### src/rtl/z_run_monitor_if.sv
// Bus between the upstream sequence detector and the run monitor: detector
// inputs plus the registered statistics the monitor reports back.
interface z_run_monitor_if #(
  parameter int COUNT_W = 8,
  parameter int RUN_W   = 4
);
  logic               clear;
  logic               z;
  logic [4:0]         state;
  logic [COUNT_W-1:0] event_count;
  logic               event_pulse;
  logic [RUN_W-1:0]   run_len;
  logic [RUN_W-1:0]   max_run;
  logic               onehot_err;

  modport master (
    output clear, z, state,
    input  event_count, event_pulse, run_len, max_run, onehot_err
  );

  modport slave (
    input  clear, z, state,
    output event_count, event_pulse, run_len, max_run, onehot_err
  );
endinterface

### src/rtl/z_run_monitor.sv
// Statistics on the z output of an upstream one-hot FSM: rising-edge count and
// pulse, current and longest high run, and a sticky one-hot violation flag.
module z_run_monitor #(
  parameter int COUNT_W = 8,
  parameter int RUN_W   = 4
) (
  input  logic             clk,
  input  logic             reset,
  z_run_monitor_if.slave   mon
);
  localparam logic [COUNT_W-1:0] COUNT_MAX = '1;
  localparam logic [RUN_W-1:0]   RUN_MAX   = '1;

  logic               z_prev_reg;
  logic [COUNT_W-1:0] count_reg, count_next;
  logic               pulse_reg, pulse_next;
  logic [RUN_W-1:0]   run_reg, run_next;
  logic [RUN_W-1:0]   max_reg, max_next;
  logic               err_reg, err_next;
  logic               rise;
  logic               state_bad;

  // Exactly one bit set: non-zero and clearing the lowest set bit leaves zero.
  assign state_bad = (mon.state == 5'd0) || ((mon.state & (mon.state - 5'd1)) != 5'd0);
  assign rise      = mon.z & ~z_prev_reg;

  always_comb begin
    count_next = count_reg;
    pulse_next = 1'b0;
    run_next   = '0;
    max_next   = max_reg;
    err_next   = err_reg | state_bad;

    if (mon.clear) begin
      count_next = '0;
      max_next   = '0;
      err_next   = state_bad;
    end else begin
      pulse_next = rise;
      if (rise && (count_reg != COUNT_MAX)) begin
        count_next = count_reg + 1'b1;
      end
      if (mon.z) begin
        run_next = (run_reg == RUN_MAX) ? run_reg : run_reg + 1'b1;
      end
      // Compare against the value being loaded so max_run tracks run_len on the same edge.
      if (run_next > max_reg) begin
        max_next = run_next;
      end
    end
  end

  always_ff @(posedge clk) begin
    if (reset) begin
      z_prev_reg <= 1'b0;
      count_reg  <= '0;
      pulse_reg  <= 1'b0;
      run_reg    <= '0;
      max_reg    <= '0;
      err_reg    <= 1'b0;
    end else begin
      z_prev_reg <= mon.z;
      count_reg  <= count_next;
      pulse_reg  <= pulse_next;
      run_reg    <= run_next;
      max_reg    <= max_next;
      err_reg    <= err_next;
    end
  end

  assign mon.event_count = count_reg;
  assign mon.event_pulse = pulse_reg;
  assign mon.run_len     = run_reg;
  assign mon.max_run     = max_reg;
  assign mon.onehot_err  = err_reg;
endmodule

### src/flat_wrapper.sv
// flat-port wrapper written by rule: the top's interface ports become plain ports
module z_run_monitor_flat 
#(
  parameter int COUNT_W = 8,
  parameter int RUN_W   = 4
)
  (clk, reset, mon_clear, mon_z, mon_state, mon_event_count, mon_event_pulse, mon_run_len, mon_max_run, mon_onehot_err);
  z_run_monitor_if #(.COUNT_W(COUNT_W), .RUN_W(RUN_W)) mon_i ();
  input  logic clk;
  input  logic reset;
  input wire logic [$bits(mon_i.clear)-1:0] mon_clear;
  input wire logic [$bits(mon_i.z)-1:0] mon_z;
  input wire logic [$bits(mon_i.state)-1:0] mon_state;
  output wire logic [$bits(mon_i.event_count)-1:0] mon_event_count;
  output wire logic [$bits(mon_i.event_pulse)-1:0] mon_event_pulse;
  output wire logic [$bits(mon_i.run_len)-1:0] mon_run_len;
  output wire logic [$bits(mon_i.max_run)-1:0] mon_max_run;
  output wire logic [$bits(mon_i.onehot_err)-1:0] mon_onehot_err;
  assign mon_i.clear = mon_clear;
  assign mon_i.z = mon_z;
  assign mon_i.state = mon_state;
  assign mon_event_count = mon_i.event_count;
  assign mon_event_pulse = mon_i.event_pulse;
  assign mon_run_len = mon_i.run_len;
  assign mon_max_run = mon_i.max_run;
  assign mon_onehot_err = mon_i.onehot_err;
  z_run_monitor #(.COUNT_W(COUNT_W), .RUN_W(RUN_W)) u_core (.clk(clk), .reset(reset), .mon(mon_i));
endmodule
### config.mk
export PLATFORM = sky130hd
export DESIGN_NAME = z_run_monitor_flat
export DESIGN_NICKNAME = d
export VERILOG_FILES = /design/src/rtl/z_run_monitor_if.sv /design/src/rtl/z_run_monitor.sv /design/src/flat_wrapper.sv
export SDC_FILE = /design/constraint.sdc
export NUM_CORES = 1
export LEC_CHECK = 0
export CAP_MARGIN = 10
export CORE_UTILIZATION = 30
export DETAILED_ROUTE_END_ITERATION = 7
export PLACE_DENSITY = 0.55
export SLEW_MARGIN = 30
export SYNTH_ARGS = -nofsm -noshare
export SYNTH_HDL_FRONTEND = slang
export SYNTH_SLANG_ARGS = --single-unit
### constraint.sdc
create_clock -name clk -period 2.3 [get_ports clk]
set_input_delay 0.69 -clock clk [delete_from_list [all_inputs] [get_ports clk]]
set_output_delay 0.69 -clock clk [all_outputs]
set_load 0.01 [all_outputs]
==> results.json <==
{
  "status": "finished, final reports clean",
  "dp_hpwl_um": 1640,
  "critPathKind": "input pin to flip-flop",
  "cts_tree": "built",
  "synth_top_family_by_area": "simple AND/OR/NAND/NOR gates",
  "overflow": 0,
  "grt_max_degree": 14,
  "synth_compound_area_share_pct": 13.6,
  "p_leak_nw": 0.537,
  "yosys_warnings": 0,
  "crit_chain": "dlygate4sd2_1 -> o21ai_0 -> nor2_1 -> ha_1 -> a21oi_1 -> nor2b_1 -> o32a_1 -> mux2_2",
  "mostFrequentLayoutCell": "clkdlybuf4s50_1",
  "powerDensity_mw_per_mm2": 432,
  "critPathSlowestCell": "o32a_1",
  "port_buffers": 26,
  "grt_util_all_layers_pct": 14.0,
  "dp.cells": 181,
  "synth-adder-area-share_pct": 7.82,
  "hold_viol_final": 0,
  "synthSimpleGateAreaFrac_pct": 23.5,
  "hold_class": "flip-flop to flip-flop",
  "final.setup.tns_ps": 0,
  "stdcell_count": 187,
  "grt_pass1_wl_um": 3650,
  "first_global_vias": 881,
  "syn_to_final_growth_pct": 40.9,
  "drc": 0,
  "min_from": "u_core.mon.event_count[7]$_SDFFE_PP0P_",
  "worst_ep_required_time_ps": 2500,
  "final.setup_skew_ps": 6.45,
  "r2r-start": "u_core.mon.run_len[0]$_SDFF_PP0_",
  "start_kind": "input pin",
  "dieArea_mm2": 0.00343,
  "synth.net_count": 123,
  "max_freq_mhz": 460,
  "min_period_ps": 2180,
  "avgRoutedWirePerCell_um": 11.1,
  "cts_hold_buf": 0,
  "peakVddDrop_mv": 0.207,
  "vias": 884,
  "die_h_um": 58.6,
  "r2r_cells": 8,
  "grt.met1_usage_pct": 15.4,
  "syn_inst": 108,
  "largest_reg_flops": 8,
  "syn_area_per_cell_um2": 8.89,
  "htree_levels": 1,
  "num_antenna_cells": 0,
  "drt_wl_total_um": 2080,
  "cp_max_fo": 6,
  "fin_nets": 159,
  "holdPathStages": 2,
  "postRouteAntennaNets": 0,
  "die_w_um": 58.6,
  "r2r_setup_slack_ps": 130,
  "timing.rr.end": "u_core.mon.max_run[1]$_SDFFE_PP0N_",
  "core_mm2": 0.00305,
  "synthMuxAreaShare_pct": 7.82,
  "setup_violations": 0,
  "whs_endpoint": "u_core.mon.event_count[7]$_SDFFE_PP0P_",
  "numCtsBuffers": 3,
  "crit_buf_inv": 1,
  "grt_use_met3_pct": 4.84,
  "cp_top_family": "compound AO/OA/AOI/OAI gates",
  "end_kind": "flip-flop",
  "busiest_layer": "met2",
  "drive_gt1_share_pct": 16.1,
  "viasPerCell": 4.73,
  "pin_count": 27,
  "layout_common_cells": "clkdlybuf4s50_1, nor2_1, dfxtp_1",
  "relSlewSlack_pct": 81.5,
  "period_share_pct": 94.6,
  "root_buffer": "clkbuf_4",
  "first_pass_iters": 4,
  "maxCapViolations": 0,
  "synth-xor-area-share_pct": 4.56,
  "drv_slew": 0,
  "yosys_register_bits": 19,
  "num_rows": 20,
  "worst_pin_slew_ps": 278,
  "yosysSeqAreaShare_pct": 39.6,
  "use_met2_pct": 25.9,
  "clock-sinks": 19,
  "dr.first_iter.drc_count": 16,
  "globalplace.congestion": 0.798,
  "cp.arrival_ps": 2370,
  "ys_types": 33,
  "start_util_pct": 31.4,
  "clock_latency_ps": 290,
  "antenna_found_initial": 0,
  "clk_pin_slew_ps": 110,
  "slowest_delay_ps": 400,
  "synth_area_um2": 960,
  "cts.path.max_buffers": 2
}
-- kinds of logic (layout without fill, tap and decap cells) --
| logic type | Yosys count | in the layout |
|---|---|---|
| adder cells (fa/ha/maj) | 6 | 6 |
| AND/OR/NAND/NOR | 45 | 45 |
| AO/OA/AOI/OAI | 18 | 18 |
| buffers and inverters | 8 | 43 |
| flip-flops | 19 | 19 |
| XOR/XNOR | 5 | 5 |
| multiplexers | 7 | 7 |
-- how the worst max path moves through the flow --
stage          cells past startpoint  slack, ps                             start                                 end
2_1_floorplan                      9        160  u_core.mon.run_len[0]$_SDFF_PP0_  u_core.mon.max_run[0]$_SDFFE_PP0N_
3_3_place_gp                       8       -380                             mon_z  u_core.mon.max_run[2]$_SDFFE_PP0N_
3_5_place_dp                       8       -430                             mon_z  u_core.mon.max_run[1]$_SDFFE_PP0N_
4_1_cts                            9         50  u_core.mon.run_len[0]$_SDFF_PP0_  u_core.mon.max_run[1]$_SDFFE_PP0N_
5_1_grt                            9        -20  u_core.mon.run_len[0]$_SDFF_PP0_  u_core.mon.max_run[3]$_SDFFE_PP0N_
6_report                           8        120                             mon_z  u_core.mon.max_run[1]$_SDFFE_PP0N_
-- cells in the mapped netlist (all sizes together) --
cell,number,share of area [%]
o211ai,3,3.8
xnor2,1,0.91
nor3,1,0.52
a22oi,1,0.78
inv,7,2.7
o21ai,5,3.0
nor2,19,7.4
o32a,1,1.0
or3,3,2.1
nand4,1,1.3
mux2i,3,3.1
xor2,4,3.7
ha,6,7.8
clkbuf,1,0.39
nand2b,2,1.3
or2,1,0.65
a21oi,5,2.6
nand2,6,2.3
nand3,5,2.6
nor2b,1,0.65
a31oi,1,0.65
o31ai,1,0.78
and2b,1,1.0
mux2,4,4.7
and2,1,0.65
or4,1,0.78
o32ai,1,0.91
dfxtp,19,40
and3,3,2.1
-- routing by layer --
metal	vias up	wire [µm]
li1	452	-
met1	412	903
met2	18	1060
met3	2	93
met4	0	13
met5	-	0
-- cell type report --
| type | instances | area [µm²] |
|---|---|---|
| clock buffers | 4 | 26.3 |
| multi-input cells | 81 | 561 |
| repair buffers | 32 | 304 |
| well taps | 44 | 55.1 |
| inverters | 7 | 26.3 |
| fillers | 326 | 1700 |
| flip-flops and latches | 19 | 380 |
-- power by group --
group | leakage (nW) | internal [W] | switching, W
Combinational | 0.368 | 0.0000437 | 0.0000349
Sequential | 0.154 | 0.000335 | 0.00000369
Clock | 0.0150 | 0.0000674 | 0.0000992
Total | 0.537 | 0.000446 | 0.000138
-- metrics by stage --
stage / setup WS [ps] / hold slack, ps / util, % / total power, W / area [µm²]
3_3_place_gp: -382 / 484 / 42.6 / 0.000423 / 1300
2_1_floorplan: 163 / 489 / - / 0.000384 / 960
4_1_cts: 51.4 / 522 / 43.4 / 0.000593 / 1330
6_report: 124 / 517 / 44.3 / 0.000584 / 1350
5_1_grt: -24.0 / 572 / 44.3 / 0.000614 / 1350
3_5_place_dp: -429 / 505 / 42.6 / 0.000424 / 1300
-- tightest hold or removal path, delay by kind of cell (launching register included) --
kind            cells  cell delay, ps
compound gates      2             140
flops               1             350
-- what timing repair did --
item | in CTS | in global routing
setup buffers | 0 | 2
setup endpoints to repair | 4 | 4
pin swaps | 0 | 1
resized for setup | 1 | 3
Note: power is estimated with default switching activity, not from simulation.
